## src/rtl/tag_lookup_ctrl_if.sv

```systemverilog
// CPU-side lookup handshake for tag_lookup_ctrl: request address in, hit/miss/error response out.
interface tag_lookup_ctrl_if #(
    parameter int TAG_W = 5,
    parameter int IDX_W = 3
);
    logic                   req_valid;
    logic [TAG_W+IDX_W-1:0] req_addr;
    logic                   req_ready;
    logic                   resp_valid;
    logic                   resp_hit;
    logic                   resp_err;

    modport master (output req_valid, req_addr, input req_ready, resp_valid, resp_hit, resp_err);
    modport slave  (input req_valid, req_addr, output req_ready, resp_valid, resp_hit, resp_err);
endinterface

```

## src/rtl/tag_lookup_ctrl.sv

```systemverilog
// Tag-array lookup sequencer: read, compare, refill on miss, saturating hit/miss counters.
// Optional whole-array flush is compiled in with `define TAG_FLUSH_EN.
module tag_lookup_ctrl #(
    parameter int TAG_W   = 5,
    parameter int IDX_W   = 3,
    parameter int TIMEOUT = 7,
    parameter int CNT_W   = 16
) (
    input  logic                   CC_clk,
    input  logic                   rst,
    tag_lookup_ctrl_if.slave       cpu,
    output logic                   ta_read_enable,
    output logic [IDX_W-1:0]       ta_read_select,
    input  logic [TAG_W:0]         ta_out_data,
    input  logic                   ta_finish,
    output logic                   ta_write_enable,
    output logic [IDX_W-1:0]       ta_write_select,
    output logic [TAG_W:0]         ta_write_data,
    output logic                   mem_req,
    output logic [TAG_W+IDX_W-1:0] mem_addr,
    input  logic                   mem_ack,
    output logic [CNT_W-1:0]       hit_count,
    output logic [CNT_W-1:0]       miss_count
`ifdef TAG_FLUSH_EN
    ,
    input  logic                   flush_req,
    output logic                   flush_done
`endif
);
    localparam int TW = $clog2(TIMEOUT + 1);

    typedef enum logic [2:0] {
        S_IDLE, S_LOOKUP, S_COMPARE, S_REFILL, S_UPDATE
`ifdef TAG_FLUSH_EN
        , S_FLUSH
`endif
    } state_t;

    state_t                 state, state_d;
    logic [TAG_W+IDX_W-1:0] addr_q;
    logic [TAG_W:0]         data_q;
    logic [TW-1:0]          tmo_cnt;
    logic                   resp_valid_q, resp_hit_q, resp_err_q;
    logic [CNT_W-1:0]       hit_cnt, miss_cnt;
    logic                   is_hit;
    logic [IDX_W-1:0]       idx;
    logic [TAG_W-1:0]       tag;
    logic                   tmo_last;
`ifdef TAG_FLUSH_EN
    logic [IDX_W-1:0]       flush_idx;
    logic                   flush_done_q;
`endif

    assign idx      = addr_q[IDX_W-1:0];
    assign tag      = addr_q[TAG_W+IDX_W-1:IDX_W];
    assign is_hit   = data_q[TAG_W] && (data_q[TAG_W-1:0] == tag);
    assign tmo_last = (tmo_cnt == TW'(TIMEOUT - 1));

    always_comb begin
        state_d = state;
        unique case (state)
            S_IDLE: begin
`ifdef TAG_FLUSH_EN
                if (flush_req)
                    state_d = S_FLUSH;
                else
`endif
                if (cpu.req_valid)
                    state_d = S_LOOKUP;
            end
            S_LOOKUP: begin
                if (ta_finish)
                    state_d = S_COMPARE;
                else if (tmo_last)
                    state_d = S_IDLE;
            end
            S_COMPARE: state_d = is_hit ? S_IDLE : S_REFILL;
            S_REFILL:  if (mem_ack) state_d = S_UPDATE;
            S_UPDATE:  state_d = S_IDLE;
`ifdef TAG_FLUSH_EN
            S_FLUSH:   if (flush_idx == '1) state_d = S_IDLE;
`endif
            default:   state_d = S_IDLE;
        endcase
    end

    // Handshake strobes are pure state decodes, so no input reaches an output combinationally.
    always_comb begin
        cpu.req_ready   = (state == S_IDLE);
        ta_read_enable  = (state == S_LOOKUP);
        mem_req         = (state == S_REFILL);
        ta_write_enable = (state == S_UPDATE);
        ta_write_select = idx;
        ta_write_data   = '0;
        if (state == S_UPDATE)
            ta_write_data = {1'b1, tag};
`ifdef TAG_FLUSH_EN
        if (state == S_FLUSH) begin
            ta_write_enable = 1'b1;
            ta_write_select = flush_idx;
        end
`endif
    end

    assign ta_read_select = idx;
    assign mem_addr       = addr_q;
    assign cpu.resp_valid = resp_valid_q;
    assign cpu.resp_hit   = resp_hit_q;
    assign cpu.resp_err   = resp_err_q;
    assign hit_count      = hit_cnt;
    assign miss_count     = miss_cnt;
`ifdef TAG_FLUSH_EN
    assign flush_done     = flush_done_q;
`endif

    always_ff @(posedge CC_clk or posedge rst) begin
        if (rst) begin
            state        <= S_IDLE;
            addr_q       <= '0;
            data_q       <= '0;
            tmo_cnt      <= '0;
            resp_valid_q <= 1'b0;
            resp_hit_q   <= 1'b0;
            resp_err_q   <= 1'b0;
            hit_cnt      <= '0;
            miss_cnt     <= '0;
`ifdef TAG_FLUSH_EN
            flush_idx    <= '0;
            flush_done_q <= 1'b0;
`endif
        end else begin
            state        <= state_d;
            resp_valid_q <= 1'b0;
            resp_hit_q   <= 1'b0;
            resp_err_q   <= 1'b0;
`ifdef TAG_FLUSH_EN
            flush_done_q <= 1'b0;
`endif
            unique case (state)
                S_IDLE: begin
`ifdef TAG_FLUSH_EN
                    if (flush_req)
                        flush_idx <= '0;
                    else
`endif
                    if (cpu.req_valid) begin
                        addr_q  <= cpu.req_addr;
                        tmo_cnt <= '0;
                    end
                end
                S_LOOKUP: begin
                    if (ta_finish)
                        data_q <= ta_out_data;
                    else if (tmo_last) begin
                        resp_valid_q <= 1'b1;
                        resp_err_q   <= 1'b1;
                    end else
                        tmo_cnt <= tmo_cnt + 1'b1;
                end
                S_COMPARE: begin
                    if (is_hit) begin
                        resp_valid_q <= 1'b1;
                        resp_hit_q   <= 1'b1;
                        if (hit_cnt != '1) hit_cnt <= hit_cnt + 1'b1;
                    end else if (miss_cnt != '1)
                        miss_cnt <= miss_cnt + 1'b1;
                end
                S_UPDATE: resp_valid_q <= 1'b1;
`ifdef TAG_FLUSH_EN
                S_FLUSH: begin
                    flush_idx <= flush_idx + 1'b1;
                    if (flush_idx == '1) flush_done_q <= 1'b1;
                end
`endif
                default: ;
            endcase
        end
    end
endmodule
```

## src/flat_wrapper.sv

```systemverilog
// flat-port wrapper written by rule: the top's interface ports become plain ports
module tag_lookup_ctrl_flat 
#(
    parameter int TAG_W   = 5,
    parameter int IDX_W   = 3,
    parameter int TIMEOUT = 7,
    parameter int CNT_W   = 16
)
  (CC_clk, rst, ta_read_enable, ta_read_select, ta_out_data, ta_finish, ta_write_enable, ta_write_select, ta_write_data, mem_req, mem_addr, mem_ack, hit_count, miss_count, cpu_req_valid, cpu_req_addr, cpu_req_ready, cpu_resp_valid, cpu_resp_hit, cpu_resp_err);
  tag_lookup_ctrl_if #(.TAG_W(TAG_W), .IDX_W(IDX_W)) cpu_i ();
  input  logic CC_clk;
  input  logic rst;
  output logic ta_read_enable;
  output logic [IDX_W-1:0] ta_read_select;
  input  logic [TAG_W:0] ta_out_data;
  input  logic ta_finish;
  output logic ta_write_enable;
  output logic [IDX_W-1:0] ta_write_select;
  output logic [TAG_W:0] ta_write_data;
  output logic mem_req;
  output logic [TAG_W+IDX_W-1:0] mem_addr;
  input  logic mem_ack;
  output logic [CNT_W-1:0] hit_count;
  output logic [CNT_W-1:0] miss_count;
  input wire logic [$bits(cpu_i.req_valid)-1:0] cpu_req_valid;
  input wire logic [$bits(cpu_i.req_addr)-1:0] cpu_req_addr;
  output wire logic [$bits(cpu_i.req_ready)-1:0] cpu_req_ready;
  output wire logic [$bits(cpu_i.resp_valid)-1:0] cpu_resp_valid;
  output wire logic [$bits(cpu_i.resp_hit)-1:0] cpu_resp_hit;
  output wire logic [$bits(cpu_i.resp_err)-1:0] cpu_resp_err;
  assign cpu_i.req_valid = cpu_req_valid;
  assign cpu_i.req_addr = cpu_req_addr;
  assign cpu_req_ready = cpu_i.req_ready;
  assign cpu_resp_valid = cpu_i.resp_valid;
  assign cpu_resp_hit = cpu_i.resp_hit;
  assign cpu_resp_err = cpu_i.resp_err;
  tag_lookup_ctrl #(.TAG_W(TAG_W), .IDX_W(IDX_W), .TIMEOUT(TIMEOUT), .CNT_W(CNT_W)) u_core (.CC_clk(CC_clk), .rst(rst), .cpu(cpu_i), .ta_read_enable(ta_read_enable), .ta_read_select(ta_read_select), .ta_out_data(ta_out_data), .ta_finish(ta_finish), .ta_write_enable(ta_write_enable), .ta_write_select(ta_write_select), .ta_write_data(ta_write_data), .mem_req(mem_req), .mem_addr(mem_addr), .mem_ack(mem_ack), .hit_count(hit_count), .miss_count(miss_count));
endmodule
```

## config.mk

```make
export PLATFORM = sky130hd
export DESIGN_NAME = tag_lookup_ctrl_flat
export DESIGN_NICKNAME = d
export VERILOG_FILES = /design/src/rtl/tag_lookup_ctrl_if.sv /design/src/rtl/tag_lookup_ctrl.sv /design/src/flat_wrapper.sv
export SDC_FILE = /design/constraint.sdc
export NUM_CORES = 1
export LEC_CHECK = 0
export CAP_MARGIN = 20
export CORE_MARGIN = 1.5
export CORE_UTILIZATION = 48
export CTS_CLUSTER_DIAMETER = 200
export DETAILED_ROUTE_END_ITERATION = 6
export PLACE_DENSITY = 0.8
export SLEW_MARGIN = 25
export SYNTH_ARGS = -nofsm -noshare
export SYNTH_HDL_FRONTEND = slang
export SYNTH_SLANG_ARGS = --single-unit
```

## constraint.sdc

```tcl
create_clock -name CC_clk -period 2.39 [get_ports CC_clk]
set_input_delay 0.478 -clock CC_clk [delete_from_list [all_inputs] [get_ports CC_clk]]
set_output_delay 0.478 -clock CC_clk [all_outputs]
set_load 0.03 [all_outputs]
```

# Yosys cells after proc, flatten, opt, wreduce, memory -nomap -nowiden
# Cells that the tools add are included.
[classes]
mux = 17
add_sub_neg = 3
bitwise = 1
n_eq_ne = 13
reduce_logical = 9
[ops]
columns = ["cell", "count"]
rows = [
  ["adder 16 x 1 -> 16 bit, second input constant", 2],
  ["inequality test 16 bit, second input constant", 2],
  ["2-to-1 mux 3 bit", 7],
  ["one-hot mux 3 bit (4 select lines)", 1],
  ["AND reduction 3 bit", 3],
  ["equality test 3 x 2 -> 1 bit, second input constant", 2],
  ["equality test 3 bit, second input constant", 2],
  ["2-to-1 mux 6 bit", 1],
  ["inequality test 2 bit, second input constant", 3],
  ["one-hot mux 3 bit (2 select lines)", 1],
  ["equality test 5 bit", 1],
  ["2-to-1 mux 1 bit", 5],
  ["AND reduction 2 bit", 2],
  ["AND reduction 4 bit", 1],
  ["adder 3 x 1 -> 3 bit, second input constant", 1],
  ["equality test 3 x 1 -> 1 bit, second input constant", 1],
  ["zero test 3 bit", 1],
  ["inequality test 3 x 1 -> 1 bit, second input constant", 1],
  ["one-hot mux 1 bit (3 select lines)", 1],
  ["2-to-1 mux 2 bit", 1],
  ["inequality test 2 x 1 -> 1 bit, second input constant", 1],
  ["nonzero test 2 bit", 1],
  ["logical AND 1 bit", 1],
  ["inverter 1 bit", 1],
]
[word_totals]
output_inout_bits = 59
regBits = 55
elab_cells = 52

# Longest topological paths before layout
# Gate-level depths: netlist of the first run.
[depth]
ltp_word = 4
mapped_depth = 7

# Worst setup path after synthesis of the first run
# Ideal clock, no wire load.
[synth_path]
path_type = "reg-to-output"
from = "register u_core.state[0]"
to = "output port ta_write_data[0]"
stages_incl_launch_ff = 3
arrival_ps = 1861
path_slack_ps = 51
required_ps = 1912
n_path_buf = 0
path_cell_list = "dfrtp_1 -> nor3b_1 -> and2_1"
[synth_between]
elab_chain_cells = 2
[synth_rtl]
columns = ["element", "line_no", "rtl"]
rows = [
  ["start, declared", "tag_lookup_ctrl.sv:39", "state_t state, state_d;"],
  ["start signal, assigned", "tag_lookup_ctrl.sv:132", "state <= state_d;"],
  ["equality test 3 bit", "--", ""],
  ["via ta_write_enable", "flat_wrapper.sv:17", "output logic ta_write_enable;"],
  ["2-to-1 mux 6 bit", "tag_lookup_ctrl.sv:95", "if (state == S_UPDATE)"],
  ["end, declared", "flat_wrapper.sv:19", "output logic [TAG_W:0] ta_write_data;"],
]
# The timed path passes the listed nets, and every way through them passes these cells.

# Final worst setup path of the first run
[layout_path]
from = "register u_core.state[2]"
to = "output port cpu_req_ready"
[layout_between]
elab_chain_cells = 1
[layout_rtl]
columns = ["element", "line_no", "rtl"]
rows = [
  ["zero test 3 bit", "tag_lookup_ctrl.sv:89", "cpu.req_ready = (state == S_IDLE);"],
  ["end, declared", "flat_wrapper.sv:27", "output wire logic [$bits(cpu_i.req_ready)-1:0] cpu_req_ready;"],
]
# No other way between the ends.

==> metrics.txt, run 1 <==
Clock power frac between 15 and 20%; total gr overflow 0; Clk Tree Root Cell clkbuf_8; max frequency 0.438 GHz; Max stage delay on crit path approximately 0.73 ns; WL per Instance about 14 um; largest net degree at the start of global routing 56; vias in the first global route approximately 2100; highest metal used met4; CTS tree done; multiplexer share of the synthesized area 8.94%; final worst-path cycle share roughly 96%; clock skew roughly 0.0094 ns; PnR Total Power between 3 and 4 mW; critical path endpoint cpu_req_ready; final setup TNS 0 ns; Post-Synth Adder-Cell Area between 1.5 and 2%; Initial Utilization between 50 and 60%; Hold Slack approximately 0.50 ns; net count after synthesis between 200 and 300; Worst path top cell family by delay buffers and inverters; Worst slew margin between 60 and 70%; final hold violations 0; Clock transition at path regs about 0.10 ns; Worst Path Buf+Inv 1; VDD IR-drop max 0.784 mV; # resized after CTS 1; setup bufs post-CTS 0; Critical path origin u_core.state[2]$_DFFE_PP0P_; # setup viols final 0; Unique masters post-synth 36; DRT Pass-1 Iters 4; Clock Path Buffers 2; antenna cell count 0; synthesized area per cell 11.2 um2; Worst Hold Class reg2reg; CP required around 1.9 ns; cell taking the most area after synthesis dfrtp_1; post-synthesis cell area around 2800 um2; die area 6240 um2; hold-fix buffers at CTS 0; DRT iter0 DRCs between 80 and 90; combinational family with the most area after synthesis simple AND/OR/NAND/NOR gates; CP Cell Sequence nor3_1 -> clkdlybuf4s50_1; Pint roughly 2.1 mW; WL final between 5000 and 6000 um; r2r endpoint u_core.miss_count[7]$_DFFE_PP0P_; worst path arrival time roughly 1.8 ns; status finished clean; GPL Wtd Cong approximately 0.8; post-synthesis compound-gate area fraction roughly 3.2%; Tot GR Track Use roughly 20%; I/O Buffers 77; Combinational Power Share ~45%; row cnt 27; fill count roughly 460; total CTS buffers 5; R2R setup slack roughly 0.42 ns; WP depth 2; sequential power share just under 40%; Slowest-stage cell, CP clkdlybuf4s50_1; most frequent cells in the layout clkdlybuf4s50_1 (69), dfrtp_1 (55), xor2_1 (27); Synth-to-Final Area Change 33.7%; share of layout cells above drive strength 1 around 17%; Final nets 348; DRC violations left 0; clock sinks 55; Max-cap violations 0; post-synthesis xor/xnor area fraction under 10%; met2 wire len 2620 um; I/O pin count approximately 80; Reg-to-Reg Start u_core.miss_count[0]$_DFFE_PP0P_; Mapped Cells between 200 and 250; die width slightly below 80 um; Routed Antenna Nets 0; metal1 wirelength about 2500 um; critical path launch point type flop; initial antenna violation count 0; RSZ-0062 raised after global routing no; Slew @ Worst Pin 0.451 ns; sequential area share after synthesis roughly 50%; Synth top area share between 40 and 50%; simple-gate share of the synthesized area 22.9%; yosys warns 0; met3 routed WL about 340 um; Core Area around 5500 um2; R2R depth 7; crit path time final between 2 and 2.5 ns; Max FO, Critical Path 7; Die H 79 um; #FFs+latches synth between 50 and 60; via-per-instance ratio approximately 5.2; CTS H-tree depth 2; Worst-Skew Late Latency about 0.31 ns; first-pass GRT wire length ~9700 um; pwr dens around 960 nW/um2; top cells by area, synth dfrtp_1 (50%), mux2_2 (8.9%), xor2_1 (8.5%), nand2_1 (2.4%), nor3_1 (2.3%); Setup crit end kind output pin; Sw Share 40.1%; Crit Path Class reg2out; Sw Pwr roughly 1.4 mW; detailed-placement wirelength estimate approximately 4000 um; Final Max Slew Viols 0; total number of vias 2068; Leakage around 1.7 nW; commonest non-fill, non-tap cell in the layout clkdlybuf4s50_1
==> cell type report <==
type,count,area (um2),share of cell area (%)
tap,72,90.1,2.43
clock buffer,8,100,2.70
inverter,8,30.0,0.810
timing repair buffer,83,820,22.1
multi-input combinational,172,1290,34.8
sequential,55,1380,37.1
==> stage by stage <==
step / area [um2] / std cells / utilization [%] / setup WS [ns]
floorplan: 2770 / 247 / - / 0.0508
detailed placement: 3600 / 390 / 65.0 / 0.364
finish: 3710 / 398 / 66.9 / 0.106
global route: 3710 / 398 / 66.9 / 0.0120
global placement: 3600 / 390 / 65.0 / 0.391
CTS: 3700 / 398 / 66.8 / 0.0241
==> worst reg2reg max path: stages (launching register included) <==
cell and delay [ns]:
dfrtp_1 0.44, ha_1 0.18, and3_1 0.21, nand4_1 0.16, nor2_1 0.40, buf_4 0.24, nor3_1 0.07, xor2_1 0.15
==> layer usage <==
metal	track usage [%]	vias to the layer above
li1	-	1003
met1	25.1	986
met2	32.4	73
met3	5.52	6
met4	6.84	0
met5	0	-
==> Yosys cell counts, drive strengths merged <==
| master | number |
|---|---|
| dfrtp | 55 |
| xor2 | 27 |
| mux2 | 22 |
| nand2 | 18 |
| nor2 | 17 |
| nor3 | 13 |
| buf | 11 |
| nand3 | 11 |
| inv | 8 |
| and2 | 7 |
| nand4 | 7 |
| and3 | 6 |
| nor4 | 6 |
| a21oi | 5 |
| ha | 4 |
| nand2b | 4 |
| nor3b | 4 |
| o21ai | 4 |
| and4 | 3 |
| nor4b | 3 |
| xnor2 | 3 |
| nor2b | 2 |
| a21boi | 1 |
| a31o | 1 |
| and3b | 1 |
| clkbuf | 1 |
| o211ai | 1 |
| o22ai | 1 |
| or3 | 1 |
==> power by group through the flow <==
stage / Clock (mW) / Combinational [mW] / Sequential (mW)
after global placement: 0 / 1.60 / 1.41
after global routing: 0.603 / 1.73 / 1.45
after detailed placement: 0 / 1.62 / 1.42
after CTS: 0.572 / 1.62 / 1.41
after floorplan: 0 / 0.893 / 1.61
final: 0.552 / 1.60 / 1.40
==> kinds of logic (layout without fill, tap and decap cells) <==
logic type	Yosys count	after routing
adder cells (fa/ha/maj)	4	4
AO/OA/AOI/OAI	13	13
flip-flops	55	55
multiplexers	22	22
AND/OR/NAND/NOR	103	103
buffers and inverters	20	99
XOR/XNOR	30	30
==> sequential cells by signal, indices dropped and copies added (netlist names) <==
signal                 cells
u_core.hit_count          16
u_core.miss_count         16
u_core.mem_addr            8
u_core.data_q              6
u_core.state               3
u_core.tmo_cnt             3
u_core.cpu.resp_err        1
u_core.cpu.resp_hit        1
u_core.cpu.resp_valid      1
==> how the worst min path moves through the flow <==
stage / startpoint / endpoint / slack (ns) / depth (start not counted)
after floorplan: u_core.tmo_cnt[1]$_DFFE_PP0P_ / u_core.tmo_cnt[1]$_DFFE_PP0P_ / 0.50 / 2
after global placement: u_core.hit_count[10]$_DFFE_PP0P_ / u_core.hit_count[10]$_DFFE_PP0P_ / 0.48 / 1
after detailed placement: u_core.miss_count[10]$_DFFE_PP0P_ / u_core.miss_count[10]$_DFFE_PP0P_ / 0.49 / 1
after CTS: u_core.miss_count[10]$_DFFE_PP0P_ / u_core.miss_count[10]$_DFFE_PP0P_ / 0.50 / 1
after global routing: u_core.miss_count[10]$_DFFE_PP0P_ / u_core.miss_count[10]$_DFFE_PP0P_ / 0.53 / 1
final: u_core.hit_count[10]$_DFFE_PP0P_ / u_core.hit_count[10]$_DFFE_PP0P_ / 0.50 / 1
Power figures use the tool's default switching activity.
==> inputs of run 2 (changes only) <==
--- a/config.mk
+++ b/config.mk
@@ -7,10 +7,11 @@
 export LEC_CHECK = 0
 export CAP_MARGIN = 20
 export CORE_MARGIN = 1.5
-export CORE_UTILIZATION = 48
+export CORE_UTILIZATION = 49
+export CTS_BUF_LIST = sky130_fd_sc_hd__clkbuf_8
 export CTS_CLUSTER_DIAMETER = 200
 export DETAILED_ROUTE_END_ITERATION = 6
-export PLACE_DENSITY = 0.8
+export PLACE_DENSITY = 0.82
 export SLEW_MARGIN = 25
 export SYNTH_ARGS = -nofsm -noshare
 export SYNTH_HDL_FRONTEND = slang
==> metrics.txt, run 2 (same netlist as run 1, synthesis figures left out) <==
I/O pin count 78; Worst-Skew Late Latency about 0.30 ns; die width just under 80 um; first-pass GRT wire length 8960 um; Clock Path Buffers 2; RSZ-0062 raised after global routing no; critical path launch point type flop; CTS H-tree depth 2; final setup TNS 0 ns; Leakage between 1.5 and 2 nW; Routed Antenna Nets 0; commonest non-fill, non-tap cell in the layout clkdlybuf4s50_1; DRT iter0 DRCs 76; status finished clean; pwr dens 962 nW/um2; clock sinks 55; row cnt 27; final worst-path cycle share 96.9%; detailed-placement wirelength estimate about 4000 um; most frequent cells in the layout clkdlybuf4s50_1 (71), dfrtp_1 (55), xor2_1 (27); setup bufs post-CTS 0; Final nets between 300 and 400; I/O Buffers 77; share of layout cells above drive strength 1 between 15 and 20%; GPL Wtd Cong between 0.8 and 0.9; Worst slew margin 78.2%; Slowest-stage cell, CP clkdlybuf4s50_1; worst path arrival time roughly 1.8 ns; Clock transition at path regs ~0.09 ns; Max FO, Critical Path 8; Synth-to-Final Area Change 33.7%; WL per Instance about 14 um; # resized after CTS 2; total number of vias 2082; Max stage delay on crit path 0.73 ns; Critical path origin u_core.state[0]$_DFFE_PP0P_; Core Area 5470 um2; via-per-instance ratio between 5 and 6; WL final between 5000 and 6000 um; antenna cell count 0; Reg-to-Reg Start u_core.mem_addr[3]$_DFFE_PP0P_; DRT Pass-1 Iters 4; Max-cap violations 0; Die H slightly below 80 um; Slew @ Worst Pin about 0.32 ns; Hold Slack ~0.49 ns; final hold violations 0; largest net degree at the start of global routing 56; total CTS buffers 5; Clk Tree Root Cell clkbuf_8; fill count about 450; PnR Total Power about 3.6 mW; total gr overflow 0; CP Cell Sequence nor3b_2 -> clkdlybuf4s50_1; Tot GR Track Use a little under a fifth; # setup viols final 0; DRC violations left 0; vias in the first global route 1971; VDD IR-drop max about 0.90 mV; max frequency around 0.43 GHz; Worst Hold Class reg2reg; CTS tree done; Setup crit end kind output pin; Crit Path Class reg2out; Placed Instance Area roughly 3600 um2; fin area between 3000 and 4000 um2; Final Max Slew Viols 0; die area ~6100 um2; hold-fix buffers at CTS 0; clock skew about 0.005 ns; Initial Utilization roughly 50%; initial antenna violation count 0; CP required ~1.9 ns; crit path time final 2.32 ns; Hold Crit Start u_core.hit_count[10]$_DFFE_PP0P_
[run 2: cell types whose count changed in the layout (fill, tap and decap cells not counted), sizes merged]
| cell | previous run | this run |
|---|---|---|
| inv | 8 | 9 |
| clkbuf | 8 | 7 |
| clkdlybuf4s50 | 69 | 71 |
| dlymetal6s2s | 2 | 0 |
[run 2: path summary, 6_finish.rpt]
| check | endpoint | slack [ns] | depth (start not counted) |
|---|---|---|---|
| min | u_core.hit_count[10]$_DFFE_PP0P_ | 0.49 | 1 |
| max | ta_write_data[5] | 0.07 | 2 |
| max reg2reg | u_core.hit_count[15]$_DFFE_PP0P_ | 0.41 | 5 |
| max in group asynchronous | u_core.data_q[5]$_DFFE_PP0P_ | 1.61 | 3 |
| min in group asynchronous | u_core.miss_count[13]$_DFFE_PP0P_ | 0.53 | 3 |
| min reg2reg | u_core.hit_count[10]$_DFFE_PP0P_ | 0.49 | 1 |
[run 2: routing by layer]
layer	global-route usage (%)	vias up	share of wire [%]
met5	0	-	0
met4	7.14	0	1.6
met3	4.07	9	6.8
met2	29.8	76	47
met1	24.1	992	45
li1	-	1005	-
[run 2: layout make-up]
| type | count | area, um2 | area share, % |
|---|---|---|---|
| clock buffer | 7 | 96.3 | 2.60 |
| clock inverter | 1 | 3.75 | 0.101 |
| inverter | 8 | 30.0 | 0.810 |
| multi-input combinational | 172 | 1290 | 34.9 |
| sequential | 55 | 1380 | 37.1 |
| tap | 72 | 90.1 | 2.43 |
| timing repair buffer | 83 | 815 | 22.0 |
[run 2: critical path, delay by kind of cell, from the launching register on]
family                 cells  cell delay, ns
buffers and inverters      1            0.73
flip-flops                 1            0.49
AND/OR/NAND/NOR            1            0.32
[run 2: report_power, final]
group | total, mW | internal, mW | leakage, nW | switching [mW]
Clock | 0.549 | 0.261 | 0.0557 | 0.288
Sequential | 1.41 | 1.15 | 0.723 | 0.256
Combinational | 1.61 | 0.719 | 0.890 | 0.892
Total | 3.57 | 2.13 | 1.67 | 1.44
[run 2: metrics by stage]
stage | setup WS (ns) | std cells | utilization (%)
2_1_floorplan | 0.0508 | 247 | -
3_3_place_gp | 0.279 | 390 | 65.8
3_5_place_dp | 0.253 | 390 | 65.8
4_1_cts | 0.0703 | 398 | 67.7
5_1_grt | 0.0104 | 398 | 67.7
6_report | 0.0730 | 398 | 67.7
